[config.mk]
export PLATFORM = sky130hd
export DESIGN_NAME = ifetch_flat
export DESIGN_NICKNAME = d
export VERILOG_FILES = /design/src/rtl/ifetch_if.sv /design/src/rtl/ifetch.sv /design/src/flat_wrapper.sv
export SDC_FILE = /design/constraint.sdc
export NUM_CORES = 1
export LEC_CHECK = 0
export CAP_MARGIN = 20
export CORE_UTILIZATION = 54
export DETAILED_ROUTE_END_ITERATION = 7
export PLACE_DENSITY_LB_ADDON = 0.3
export SYNTH_ARGS = -nofsm -noshare
export SYNTH_HDL_FRONTEND = slang
export SYNTH_SLANG_ARGS = --single-unit
[constraint.sdc]
create_clock -name clk -period 12.7 [get_ports clk]
set_clock_uncertainty 0.2 [all_clocks]
set_input_delay 1.27 -clock clk [delete_from_list [all_inputs] [get_ports clk]]
set_output_delay 1.27 -clock clk [all_outputs]
set_load 0.02 [all_outputs]
[src/rtl/ifetch_if.sv]
// Instruction bus and decode-side handshake for the fetch unit.
interface ifetch_if;
  logic        ireq_valid;
  logic [63:0] ireq_addr;
  logic        iresp_addr_ok;
  logic        iresp_data_ok;
  logic [31:0] iresp_data;
  logic        stall;
  logic        redirect;
  logic [63:0] redirect_pc;
  logic        instr_valid;
  logic [31:0] instr_raw;
  logic [63:0] instr_pc;
  logic        instr_exc;

  modport master (
    output ireq_valid, ireq_addr, instr_valid, instr_raw, instr_pc, instr_exc,
    input  iresp_addr_ok, iresp_data_ok, iresp_data, stall, redirect, redirect_pc
  );
  modport slave (
    input  ireq_valid, ireq_addr, instr_valid, instr_raw, instr_pc, instr_exc,
    output iresp_addr_ok, iresp_data_ok, iresp_data, stall, redirect, redirect_pc
  );
endinterface

[src/rtl/ifetch.sv]
// Instruction fetch: one outstanding bus read, single-entry output buffer, redirect/squash.
// Optional IFETCH_EXC_EN: misaligned redirect targets raise a fetch exception instead of fetching.
module ifetch #(
  parameter logic [63:0] RESET_PC = 64'h0000_0000_8000_0000
) (
  input logic      clk,
  input logic      reset,
  ifetch_if.master bus
);
`ifdef IFETCH_EXC_EN
  localparam bit EXC_EN = 1'b1;
`else
  localparam bit EXC_EN = 1'b0;
`endif

  typedef enum logic [1:0] {S_REQ, S_WAIT, S_IDLE} state_t;
  typedef struct packed {
    logic        valid;
    logic [31:0] raw;
    logic [63:0] pc;
    logic        exc;
  } entry_t;

  state_t      state;
  entry_t      held;
  logic [63:0] pc, req_addr;
  logic        req_valid, discard, exc_pend;

  logic [63:0] tgt, nxt_pc;
  logic        tgt_mis, nxt_mis;
  logic        xfer, accepted, done, drop, load, pend, restart;

  assign tgt     = EXC_EN ? bus.redirect_pc : (bus.redirect_pc & ~64'h3);
  assign tgt_mis = EXC_EN && (bus.redirect_pc[1:0] != 2'b00);

  always_comb begin
    xfer     = held.valid && !bus.stall && !bus.redirect;
    accepted = req_valid && bus.iresp_addr_ok;
    done     = bus.iresp_data_ok && ((state == S_REQ && accepted) || state == S_WAIT);
    drop     = done && (discard || bus.redirect);
    load     = done && !drop;
    // a request is visible or accepted but its data has not come back yet
    pend     = !done && ((state == S_REQ && req_valid) || state == S_WAIT);
    restart  = drop || (state == S_REQ && !req_valid) ||
               (state == S_IDLE && (bus.redirect || (xfer && !exc_pend)));
    nxt_pc   = bus.redirect ? tgt : pc;
    nxt_mis  = bus.redirect ? tgt_mis : exc_pend;
  end

  always_ff @(posedge clk or posedge reset) begin
    if (reset) begin
      state     <= S_REQ;
      held      <= '0;
      pc        <= RESET_PC;
      req_addr  <= RESET_PC;
      req_valid <= 1'b0;
      discard   <= 1'b0;
      exc_pend  <= 1'b0;
    end else begin
      if (bus.redirect) begin
        held.valid <= 1'b0;
        pc         <= tgt;
        exc_pend   <= tgt_mis;
      end else if (xfer) begin
        held.valid <= 1'b0;
      end
      if (accepted) req_valid <= 1'b0;
      if (state == S_REQ && accepted && !bus.iresp_data_ok) state <= S_WAIT;
      if (pend) discard <= discard | bus.redirect;
      if (load) begin
        held  <= '{valid: 1'b1, raw: bus.iresp_data, pc: pc, exc: 1'b0};
        pc    <= pc + 64'd4;
        state <= S_IDLE;
      end
      // start fetching at the (possibly new) target, or park a misaligned target as an exception
      if (restart) begin
        discard <= 1'b0;
        if (nxt_mis) begin
          held      <= '{valid: 1'b1, raw: 32'h0, pc: nxt_pc, exc: 1'b1};
          state     <= S_IDLE;
          req_valid <= 1'b0;
        end else begin
          state     <= S_REQ;
          req_valid <= 1'b1;
          req_addr  <= nxt_pc;
        end
      end
    end
  end

  assign bus.ireq_valid  = req_valid;
  assign bus.ireq_addr   = req_addr;
  assign bus.instr_valid = held.valid;
  assign bus.instr_raw   = held.raw;
  assign bus.instr_pc    = held.pc;
  assign bus.instr_exc   = held.exc;
endmodule

[src/flat_wrapper.sv]
// flat-port wrapper written by rule: the top's interface ports become plain ports
module ifetch_flat 
#(
  parameter logic [63:0] RESET_PC = 64'h0000_0000_8000_0000
)
  (clk, reset, bus_ireq_valid, bus_ireq_addr, bus_instr_valid, bus_instr_raw, bus_instr_pc, bus_instr_exc, bus_iresp_addr_ok, bus_iresp_data_ok, bus_iresp_data, bus_stall, bus_redirect, bus_redirect_pc);
  ifetch_if bus_i ();
  input logic clk;
  input logic reset;
  output wire logic [$bits(bus_i.ireq_valid)-1:0] bus_ireq_valid;
  output wire logic [$bits(bus_i.ireq_addr)-1:0] bus_ireq_addr;
  output wire logic [$bits(bus_i.instr_valid)-1:0] bus_instr_valid;
  output wire logic [$bits(bus_i.instr_raw)-1:0] bus_instr_raw;
  output wire logic [$bits(bus_i.instr_pc)-1:0] bus_instr_pc;
  output wire logic [$bits(bus_i.instr_exc)-1:0] bus_instr_exc;
  input wire logic [$bits(bus_i.iresp_addr_ok)-1:0] bus_iresp_addr_ok;
  input wire logic [$bits(bus_i.iresp_data_ok)-1:0] bus_iresp_data_ok;
  input wire logic [$bits(bus_i.iresp_data)-1:0] bus_iresp_data;
  input wire logic [$bits(bus_i.stall)-1:0] bus_stall;
  input wire logic [$bits(bus_i.redirect)-1:0] bus_redirect;
  input wire logic [$bits(bus_i.redirect_pc)-1:0] bus_redirect_pc;
  assign bus_ireq_valid = bus_i.ireq_valid;
  assign bus_ireq_addr = bus_i.ireq_addr;
  assign bus_instr_valid = bus_i.instr_valid;
  assign bus_instr_raw = bus_i.instr_raw;
  assign bus_instr_pc = bus_i.instr_pc;
  assign bus_instr_exc = bus_i.instr_exc;
  assign bus_i.iresp_addr_ok = bus_iresp_addr_ok;
  assign bus_i.iresp_data_ok = bus_iresp_data_ok;
  assign bus_i.iresp_data = bus_iresp_data;
  assign bus_i.stall = bus_stall;
  assign bus_i.redirect = bus_redirect;
  assign bus_i.redirect_pc = bus_redirect_pc;
  ifetch #(.RESET_PC(RESET_PC)) u_core (.clk(clk), .reset(reset), .bus(bus_i));
endmodule
==> insert_results.sql <==
INSERT INTO impl_metrics (metric_group, metric, value, unit) VALUES
('outcome', 'outcome', 'completed', ''),
('power_and_ir_drop', 'power.static_leakage', '5.91', 'nW'),
('clocking', 'clock_path_buffers', '3', ''),
('detailed_routing', 'detail_route.iter0.violations', '772', ''),
('sta', 'max_clock_freq', '212', 'MHz'),
('die', 'floorplan.initialDensity', '55.9', '%'),
('synthesis', 'synthesis.area', '0.0106', 'sq mm'),
('sta', 'timing.final.hold_violations', '0', ''),
('global_route', 'grt_pass1_wl', '48.7', 'mm'),
('die', 'die_area', '0.0203', 'sq mm'),
('synthesis', 'postSynthNetCount', '1144', ''),
('global_route', 'globalRouteOverflowTotal', '0', ''),
('final_layout', 'layout-drive-gt1-share', '10.6', '%'),
('detailed_routing', 'routed_wirelength', '30.2', 'mm'),
('synthesis', 'synth_top_cell_area_share', '53.9', '%'),
('worst_setup_path', 'worst_path_max_delay_cell', 'buf_4', ''),
('global_route', 'grt_pass1_vias', '9275', ''),
('sta', 'setup_viol', '0', ''),
('synthesis', 'async_reset_ff_share', '100', '%'),
('die', 'floorplan.rows', '50', ''),
('power_and_ir_drop', 'powerDensity', '235', 'mW/mm^2'),
('worst_setup_path', 'critPathMaxFanout', '72', ''),
('worst_setup_path', 'end_kind', 'flop', ''),
('worst_setup_path', 'timing_worst_setup_path_type', 'in -> reg', ''),
('clocking', 'cts-htree-levels', '1', ''),
('synthesis', 'yosys_warnings', '0', ''),
('synthesis', 'netlist_top_cells_area', 'dfrtp_1 54%, mux2_2 7.1%, mux2i_1 5.8%', ''),
('clocking', 'tritoncts_clock_tree', 'built', ''),
('power_and_ir_drop', 'vdd_drop_max', '155', 'uV'),
('detailed_routing', 'drtAntennaViolNets', '0', ''),
('synthesis', 'synth.cells.most_frequent', '229 x dfrtp_1, 160 x nand2_1, 82 x nor2_1', ''),
('clocking', 'post-cts-setup-buffer-count', '0', ''),
('final_layout', 'fillerInstances', '1377', ''),
('sta', 'layout_setup_ws', '7.99', 'ns'),
('die', 'die_y', '142', 'um'),
('die', 'io_pins', '265', ''),
('place', 'hpwlAfterDp', '20.5', 'mm'),
('sta', 'fin_setup_tns', '0', 'ns'),
('synthesis', 'synth_top_flop_cell', 'dfrtp_1', ''),
('flow_run', 'cap_viol_max_count', '0', ''),
('final_layout', 'register_area', '0.00578', 'sq mm'),
('place', 'pre_cts_ws', '7.55', 'ns'),
('final_layout', 'multiInputGateArea', '0.00451', 'sq mm'),
('hold_path', 'min-delay-path-class', 'reg -> reg', ''),
('detailed_routing', 'num_vias', '9226', ''),
('detailed_routing', 'remaining_drc_errors', '0', ''),
('clocking', 'cts.clk_slew.worst_paths', '0.06', 'ns'),
('detailed_routing', 'drt-vias-per-instance', '5.93', ''),
('clocking', 'numCtsBuffers', '24', ''),
('sta', 'period_needed', '4.71', 'ns'),
('synthesis', 'synth_cell_types', '65', ''),
('place', 'routability_congestion', '0.897', ''),
('worst_setup_path', 'critical-path-max-stage-delay', '0.75', 'ns'),
('synthesis', 'synth_edf_count', '0', ''),
('synthesis', 'ys_ff_latch', '231', ''),
('synthesis', 'syn_area_per_cell', '10.2', 'sq um'),
('global_route', 'grt_start_max_net_pins', '89', ''),
('worst_setup_path', 'arrival', '4.90', 'ns'),
('detailed_routing', 'post_dr_wirelength_cell', '19.4', 'um'),
('sta', 'final_min_period_over_clock_period', '37.1', '%'),
('clocking', 'cts_root_buf', 'clkbuf_16', ''),
('detailed_routing', 'first_pass_iteration_count_of_the_detailed_router', '5', ''),
('die', 'die_width', '142', 'um'),
('synthesis', 'post-synth-top-count-cell', 'dfrtp_1', ''),
('sta', 'drv_slew', '0', ''),
('clocking', 'worst_skew_pair_latency', '0.52', 'ns'),
('place', 'place.port_buffers', '262', ''),
('sta', 'worst_slew_pin_slew', '1.07', 'ns'),
('clocking', 'post_cts_resized', '0', ''),
('worst_setup_path', 'critical_path.most_common_cell', 'buf_4', ''),
('sta', 'rsz_0062_raised_after_global_routing', 'no', '');
-- per-layer routing --
| layer | part of all wire, % | vias up | GRT usage, % |
|---|---|---|---|
| li1 | - | 4198 | - |
| met3 | 8.0 | 66 | 5.59 |
| met5 | 0 | - | 0 |
| met4 | 3.1 | 0 | 11.5 |
| met1 | 40 | 4508 | 40.3 |
| met2 | 49 | 454 | 50.3 |
-- cell type report --
| type | count | area share [%] |
|---|---|---|
| clock inverters | 8 | 0.493 |
| diodes | 1 | 0.0176 |
| clock buffers | 35 | 4.88 |
| flip-flops and latches | 231 | 40.7 |
| multi-input cells | 724 | 31.8 |
| repair buffers | 271 | 19.1 |
| well taps | 260 | 2.29 |
| inverters | 27 | 0.766 |
-- sequential cells by signal, summed over array words and instances (netlist names) --
register	flops
u_core.bus.instr_valid	1
u_core.exc_pend	1
u_core.pc	64
u_core.bus.ireq_valid	1
u_core.state	2
u_core.bus.instr_pc	64
u_core.bus.instr_exc	1
u_core.bus.ireq_addr	64
u_core.discard	1
u_core.bus.instr_raw	32
-- placed cells by master (no fill, tap or decap), drive strengths merged, types with 9 or more instances in the layout --
| cell type | n |
|---|---|
| a221oi | 10 |
| nor4 | 12 |
| dfrtp | 229 |
| inv | 27 |
| buf | 9 |
| clkbuf | 36 |
| nand2 | 161 |
| o21ai | 72 |
| mux2 | 67 |
| clkdlybuf4s50 | 261 |
| and3 | 16 |
| mux2i | 62 |
| a211oi | 27 |
| nand3 | 23 |
| nand4 | 15 |
| nor2 | 82 |
| nor3 | 42 |
| a21oi | 50 |
| a311oi | 11 |
-- worst max-delay path, delay by kind of cell --
| family | cells | cell delay (ns) |
|---|---|---|
| compound gates | 3 | 1.00 |
| buf+inv | 4 | 2.10 |
| mux | 1 | 0.42 |
-- stage by stage --
stage                     hold slack [ns]  instances  total power, mW  util, %  instance area, sq um
final                               0.277       1557             3.34     74.7                 14200
after global routing                0.303       1557             3.53     74.7                 14200
after CTS                           0.283       1554             3.37     74.5                 14200
after detailed placement            0.269       1511             2.67     70.5                 13400
after global placement              0.260       1511             2.62     70.5                 13400
after floorplan                     0.271       1041             1.97        -                 10600
-- worst paths after layout --
path,from,end,slack (ns),cells after the start
max in group asynchronous,reset,u_core.bus.instr_pc[46],9.94,3
worst min-delay path,u_core.bus.ireq_addr[7],u_core.bus.ireq_addr[7],0.28,2
worst max register to register,u_core.state[1],u_core.bus.instr_pc[19],9.06,5
worst max-delay path,bus_redirect,u_core.bus.instr_pc[19],7.99,8
min in group asynchronous,reset,u_core.bus.ireq_addr[0],1.06,2
worst min register to register,u_core.bus.ireq_addr[7],u_core.bus.ireq_addr[7],0.28,2
-- cells by family (layout without fill, tap and decap cells) --
| logic type | after synthesis | in the layout | synth area share [%] |
|---|---|---|---|
| AO/OA/AOI/OAI | 211 | 211 | 12.4 |
| XOR/XNOR | 3 | 3 | 0.247 |
| adder cells (fa/ha/maj) | 1 | 1 | 0.118 |
| buffers and inverters | 86 | 341 | 3.39 |
| flip-flops | 231 | 231 | 54.4 |
| multiplexers | 129 | 129 | 12.9 |
| other | 0 | 1 | 0 |
| AND/OR/NAND/NOR | 380 | 380 | 16.6 |
-- power breakdown --
part           internal [mW]  switching (mW)
combinational          0.676           0.776
sequential              1.02           0.185
clock                  0.398           0.287
total                   2.10            1.25
(Power assumes the default switching activity.)
